<file path="config.mk">
export PLATFORM = sky130hd
export DESIGN_NAME = char_text_buffer
export DESIGN_NICKNAME = d
export VERILOG_FILES = /design/src/rtl/char_text_buffer_pkg.sv /design/src/rtl/vga_pkg.sv /design/src/rtl/char_text_buffer_ram.sv /design/src/rtl/char_text_buffer.sv
export SDC_FILE = /design/constraint.sdc
export NUM_CORES = 2
export LEC_CHECK = 0
export CAP_MARGIN = 25
export CORE_MARGIN = 10
export CORE_UTILIZATION = 30
export DETAILED_ROUTE_END_ITERATION = 8
export GPL_TIMING_DRIVEN = 1
export HOLD_SLACK_MARGIN = 0.15
export PLACE_DENSITY = 0.46
export SETUP_SLACK_MARGIN = 0.5
export SLEW_MARGIN = 30
export SYNTH_ARGS = -nofsm -noshare
export SYNTH_HDL_FRONTEND = slang
export SYNTH_HIERARCHICAL = 1
export SYNTH_SLANG_ARGS = --single-unit
</file>
<file path="constraint.sdc">
create_clock -name clk -period 13.3 [get_ports clk]
set_input_delay 3.99 -clock clk [delete_from_list [all_inputs] [get_ports clk]]
set_output_delay 3.99 -clock clk [all_outputs]
set_load 0.01 [all_outputs]
</file>
<file path="src/rtl/char_text_buffer_pkg.sv">
// Types local to the writable text-screen buffer.
package char_text_buffer_pkg;

  typedef enum logic {
    ST_IDLE  = 1'b0,
    ST_CLEAR = 1'b1
  } state_e;

endpackage

</file>
<file path="src/rtl/vga_pkg.sv">
// Shared character-code constants for the text overlays.
package vga_pkg;

  typedef logic [6:0] char_code_t;

  localparam char_code_t Spc = 7'h20;

  localparam char_code_t A = 7'h41, B = 7'h42, C = 7'h43, D = 7'h44, E = 7'h45, F = 7'h46;
  localparam char_code_t G = 7'h47, H = 7'h48, I = 7'h49, J = 7'h4A, K = 7'h4B, L = 7'h4C;
  localparam char_code_t M = 7'h4D, N = 7'h4E, O = 7'h4F, P = 7'h50, Q = 7'h51, R = 7'h52;
  localparam char_code_t S = 7'h53, T = 7'h54, U = 7'h55, V = 7'h56, W = 7'h57, X = 7'h58;
  localparam char_code_t Y = 7'h59, Z = 7'h5A;

  localparam char_code_t a = 7'h61, b = 7'h62, c = 7'h63, d = 7'h64, e = 7'h65, f = 7'h66;
  localparam char_code_t g = 7'h67, h = 7'h68, i = 7'h69, j = 7'h6A, k = 7'h6B, l = 7'h6C;
  localparam char_code_t m = 7'h6D, n = 7'h6E, o = 7'h6F, p = 7'h70, q = 7'h71, r = 7'h72;
  localparam char_code_t s = 7'h73, t = 7'h74, u = 7'h75, v = 7'h76, w = 7'h77, x = 7'h78;
  localparam char_code_t y = 7'h79, z = 7'h7A;

endpackage

</file>
<file path="src/rtl/char_text_buffer_ram.sv">
// Simple dual-port RAM: one write port, one registered read-first read port.
module char_text_buffer_ram #(
  parameter int ADDR_W = 8,
  parameter int DATA_W = 7
) (
  input  logic              clk,
  input  logic              rst_i,
  input  logic              we_i,
  input  logic [ADDR_W-1:0] wa_i,
  input  logic [DATA_W-1:0] wd_i,
  input  logic [ADDR_W-1:0] ra_i,
  output logic [DATA_W-1:0] rd_o
);

  logic [DATA_W-1:0] mem_q [2**ADDR_W];
  logic [DATA_W-1:0] rd_q;

  // NOTE: the array has no reset so it maps onto block/distributed RAM; the
  // owner fills it with a clear sequence instead.
  always_ff @(posedge clk) begin
    if (we_i) mem_q[wa_i] <= wd_i;
  end

  // NOTE: non-blocking assignments make a same-cycle read see the old word
  // (read-first), independent of process ordering.
  always_ff @(posedge clk) begin
    if (rst_i) rd_q <= '0;
    else       rd_q <= mem_q[ra_i];
  end

  assign rd_o = rd_q;

endmodule

</file>
<file path="src/rtl/char_text_buffer.sv">
// Writable COLS x ROWS character buffer with a self-clearing FSM.
// Optional write cursor with auto-increment: define TEXT_BUF_AUTOINC_EN.
module char_text_buffer
  import char_text_buffer_pkg::*;
#(
  parameter int                COLS      = 16,
  parameter int                ROWS      = 16,
  parameter int                CODE_W    = 7,
  parameter logic [CODE_W-1:0] FILL_CODE = CODE_W'(vga_pkg::Spc),
  localparam int               COL_W     = $clog2(COLS),
  localparam int               ROW_W     = $clog2(ROWS),
  localparam int               ADDR_W    = ROW_W + COL_W,
  localparam int               DEPTH     = 2**ADDR_W
) (
  input  logic              clk,
  input  logic              rst,
  input  logic [ADDR_W-1:0] char_xy,
  output logic [CODE_W-1:0] char_code,
  input  logic              wr_valid,
  output logic              wr_ready,
  input  logic [ADDR_W-1:0] wr_xy,
  input  logic [CODE_W-1:0] wr_code,
  input  logic              clear_req,
`ifdef TEXT_BUF_AUTOINC_EN
  input  logic              wr_next,
  output logic [ADDR_W-1:0] cursor_xy,
`endif
  output logic              busy
);

  state_e            state_q, state_d;
  logic [ADDR_W:0]   clr_addr_q, clr_addr_d;
  logic              rd_ok_q;
  logic              wr_fire;
  logic              ram_we;
  logic [ADDR_W-1:0] ram_wa;
  logic [CODE_W-1:0] ram_wd;
  logic [CODE_W-1:0] ram_rd;

  function automatic logic in_range(input logic [ADDR_W-1:0] xy);
    return (int'(xy[COL_W-1:0]) < COLS) && (int'(xy[ADDR_W-1:COL_W]) < ROWS);
  endfunction

  assign busy     = rst || (state_q == ST_CLEAR);
  assign wr_ready = !busy;
  assign wr_fire  = wr_valid && wr_ready;

  // NOTE: every output of a combinational block gets a default first, so no
  // path through the if/case leaves it unassigned and infers a latch.
  always_comb begin
    state_d    = state_q;
    clr_addr_d = clr_addr_q;
    unique case (state_q)
      ST_IDLE: begin
        if (clear_req) begin
          state_d    = ST_CLEAR;
          clr_addr_d = '0;
        end
      end
      ST_CLEAR: begin
        if (clear_req) begin
          clr_addr_d = '0;
        end else begin
          clr_addr_d = clr_addr_q + 1'b1;
          if (clr_addr_d == (ADDR_W+1)'(DEPTH)) state_d = ST_IDLE;
        end
      end
      default: state_d = ST_IDLE;
    endcase
  end

  always_ff @(posedge clk) begin
    if (rst) begin
      state_q    <= ST_CLEAR;
      clr_addr_q <= '0;
      rd_ok_q    <= 1'b1;
    end else begin
      state_q    <= state_d;
      clr_addr_q <= clr_addr_d;
      rd_ok_q    <= in_range(char_xy);
    end
  end

`ifdef TEXT_BUF_AUTOINC_EN
  logic [ADDR_W-1:0] cursor_q, cursor_d;
  logic              next_fire;

  // Row-major successor cell; the last visible cell wraps to {0,0}.
  function automatic logic [ADDR_W-1:0] next_cell(input logic [ADDR_W-1:0] xy);
    logic [COL_W-1:0] col;
    logic [ROW_W-1:0] row;
    col = xy[COL_W-1:0];
    row = xy[ADDR_W-1:COL_W];
    if (int'(col) >= COLS - 1) begin
      col = '0;
      row = (int'(row) >= ROWS - 1) ? '0 : row + 1'b1;
    end else begin
      col = col + 1'b1;
    end
    return {row, col};
  endfunction

  assign next_fire = wr_next && !wr_valid && wr_ready;
  assign cursor_xy = cursor_q;

  always_comb begin
    cursor_d = cursor_q;
    if (wr_fire)        cursor_d = next_cell(wr_xy);
    else if (next_fire) cursor_d = next_cell(cursor_q);
    if (clear_req)      cursor_d = '0;
  end

  always_ff @(posedge clk) begin
    if (rst) cursor_q <= '0;
    else     cursor_q <= cursor_d;
  end
`endif

  // Clear owns the write port; a host write can only land while idle.
  always_comb begin
    ram_we = 1'b0;
    ram_wa = wr_xy;
    ram_wd = wr_code;
    if (state_q == ST_CLEAR) begin
      ram_we = !rst;
      ram_wa = clr_addr_q[ADDR_W-1:0];
      ram_wd = FILL_CODE;
    end else if (wr_fire) begin
      ram_we = in_range(wr_xy);
`ifdef TEXT_BUF_AUTOINC_EN
    end else if (next_fire) begin
      ram_we = in_range(cursor_q);
      ram_wa = cursor_q;
`endif
    end
  end

  char_text_buffer_ram #(
    .ADDR_W (ADDR_W),
    .DATA_W (CODE_W)
  ) u_ram (
    .clk   (clk),
    .rst_i (rst),
    .we_i  (ram_we),
    .wa_i  (ram_wa),
    .wd_i  (ram_wd),
    .ra_i  (char_xy),
    .rd_o  (ram_rd)
  );

  assign char_code = rd_ok_q ? ram_rd : FILL_CODE;

endmodule
</file>
==> flow_summary.yaml <==
clock_tree:
  clock-root-buffer: "clkbuf_16"
  clk_pin_slew_ns: 0.06
  clk_latency_ns: 0.83
  post_cts_resize_count: 0
  clock-sinks: 1809
  cts_setup_buffers: 0
  ctsHoldBuffers: 0
  cts_buffers: 191
  cts_tree: "yes"
  clockBufferDepth: 3
  htreeDepth: 4
floorplan:
  die_area_um2: 259000
  core_um2: 238000
  start_util_pct: 30.1
  ios: 36
  rows: 179
  die_w_um: 509
  die_y_um: 509
synth:
  yosysWarnings: 6
  yosys_register_bits: 1809
  synth_edf_count: 1792
  synthArstFlopShare_pct: 0
  syn_area_um2: 71600
  synth_area_leaders: "edfxtp_1 (75%), mux4_2 (8.4%), mux2i_1 (3.9%), mux4_1 (2.0%), nor2_1 (1.7%)"
  yosysSeqAreaShare_pct: 75.6
  syn_area_per_cell_um2: 19.6
  synth_top_cells_by_count: "edfxtp_1 (1792), nor2_1 (332), mux2i_1 (276)"
  yosysMostFrequentCell: "edfxtp_1"
  synth_top_cell_by_area: "edfxtp_1"
  yosysTopAreaCellShare_pct: 75.1
  synth_ff_type: "edfxtp_1"
  synth.distinct_cells: 69
  synthesis.nets: 3691
  synthCells: 3663
sta:
  period_share_pct: 72.4
  skew_ns: 0.0343
  period_minus_slack_ns: 9.63
  timing.fmax_mhz: 104
  max-slew-margin-rel_pct: 31.1
  fin_tns_setup_ns: 0
  drv_slew: 0
  hold_viol_final: 0
  rsz0062_at_grt: "false"
  worst_pin_slew_ns: 1.03
  setup_viol: 0
grt:
  antenna_found_initial: 7
  gr-total-overflow: 0
  grt_usage_pct: 16.0
  grt_pass1_wl_mm: 297
  grt_pass1_vias: 36800
  grt_max_degree: 193
worst_hold_path:
  hold_path.class: "flop to flop"
  hold_start: "clr_addr_q[1]$_SDFFE_PP0P_"
  min_to: "clr_addr_q[1]$_SDFFE_PP0P_"
  whs_path_depth: 2
routing:
  vias_per_cell: 5.14
  routed.top_layer: "met5"
  wl_per_cell_um: 30.0
  met1Wirelength_mm: 93.6
  wl_met2_mm: 101
  vias: 36400
  finalWirelength_mm: 212
  drtAntennaViolNets: 0
  drc_errors: 0
  first_pass_iters: 6
  wl_met3_mm: 13.2
  drt-initial-drc-count: 3720
critical_path:
  crit_chain: "clkdlybuf4s50_1, or2_2, inv_1, clkdlybuf4s50_1"
  path_buf_inv: 3
  r2r_slack_ns: 9.20
  cp-end-kind: "primary output"
  slowest_delay_ns: 0.63
  path_common_cell: "clkdlybuf4s50_1"
  required_ns: 9.31
  slowest_stage: "clkdlybuf4s50_1"
  crit_path_max_fanout: 7
  start_kind: "primary input"
  critPathTopFamily: "buffers and inverters"
  reg2reg_to: "u_ram/mem_q[106][1]$_DFFE_PP_"
  r2r-start: "state_q$_SDFF_PP1_"
  cp.arrival_ns: 5.64
  crit_type: "primary input to primary output"
  rr_worst_depth: 6
cells_and_area:
  area_delta_synth_final_pct: 13.5
  layout-drive-gt1-share_pct: 17.0
  multiInputGateArea_um2: 15900
  final.fill_count: 22500
  fin_nets: 3778
  final_util_pct: 34.2
  final-seq-area_um2: 54200
pwr:
  vdd_drop_max_uv: 134
  leakagePower_nw: 25.5
  powerDensity_nw_per_um2: 145
outcome:
  status: "complete, no violations"
placed_design:
  routabilityCongestion: 0.786
  place_hpwl_mm: 130
  port_buffers: 35
run:
  cap_violations: 0
## where the power goes
| group | switching (mW) | total, mW | internal [mW] | leakage (nW) |
|---|---|---|---|---|
| registers | 0.00738 | 6.18 | 6.17 | 16.6 |
| logic | 0.297 | 0.468 | 0.170 | 6.02 |
| clock network | 2.24 | 5.14 | 2.89 | 2.91 |
| total | 2.55 | 11.8 | 9.24 | 25.5 |
## cell usage in the layout, fill, tap and decap left out, drive strengths merged, types with 16 or more instances in the layout
cell type	synthesis	routed
nor4	16	16
nand4	23	23
o21ai	28	28
clkbuf	97	242
edfxtp	1792	1792
o22ai	59	59
a22oi	34	34
nand3	39	39
buf	138	98
nor2	334	334
o221ai	74	74
nor2b	19	19
clkdlybuf4s50	0	31
mux2i	276	276
dfxtp	17	17
a21oi	67	67
mux4	322	322
nand2	100	100
clkinv	0	87
a211oi	33	33
nor3	56	56
## stage by stage
stage	total power [mW]	area (µm²)	instances	hold slack [ns]	setup slack, ns
after global routing	12.2	81300	7072	0.612	3.61
final	11.8	81300	7075	0.572	3.67
after global placement	6.78	75200	6719	0.548	3.65
after detailed placement	6.77	75200	6722	0.558	3.66
after floorplan	6.59	71600	3663	0.524	1.71
after CTS	11.9	81200	7069	0.568	3.66
## tightest hold or removal path: stages, from the launching register on
cell and delay [ns]:
dfxtp_1 0.34, mux2i_1 0.13, nor2_1 0.05
## routing by layer
| metal | global-route usage [%] | vias to the layer above |
|---|---|---|
| met5 | 0 | - |
| met4 | 3.68 | 2 |
| met3 | 2.71 | 243 |
| met2 | 25.8 | 1203 |
| met1 | 22.7 | 19700 |
| li1 | - | 15300 |
## worst max-delay path by stage
stage / startpoint / end / depth (start not counted)
2_1_floorplan: wr_code[0] / u_ram/mem_q[0][0]$_DFFE_PP_ / 1
4_1_cts: rst / wr_ready / 4
3_3_place_gp: rst / wr_ready / 4
3_5_place_dp: rst / wr_ready / 4
6_report: rst / wr_ready / 4
5_1_grt: rst / wr_ready / 4
## cell type report
class	count	area share (%)
multi-input cells	1613	19.6
clock inverters	105	1.16
diodes	4	0.0123
repair buffers	129	1.56
inverters	6	0.0308
flip-flops and latches	1809	66.6
well taps	3167	4.87
clock buffers	242	6.19
## cell families (layout without fill, tap and decap cells)
| logic type | after synthesis | after routing | synth area share [%] |
|---|---|---|---|
| flip-flops | 1809 | 1809 | 75.6 |
| AND/OR/NAND/NOR | 642 | 642 | 4.00 |
| multiplexers | 611 | 611 | 14.5 |
| AO/OA/AOI/OAI | 351 | 351 | 3.45 |
| buffers and inverters | 241 | 482 | 2.37 |
| XOR/XNOR | 8 | 8 | 0.0978 |
| adder cells (fa/ha/maj) | 1 | 1 | 0.0175 |
| other | 0 | 4 | 0 |
## registers in the layout (all words and copies together) (netlist names)
register / cells
u_ram/mem_q: 1792
state_q: 1
u_ram/rd_o: 7
clr_addr_q: 9
Note: power is estimated with default switching activity, not from simulation.
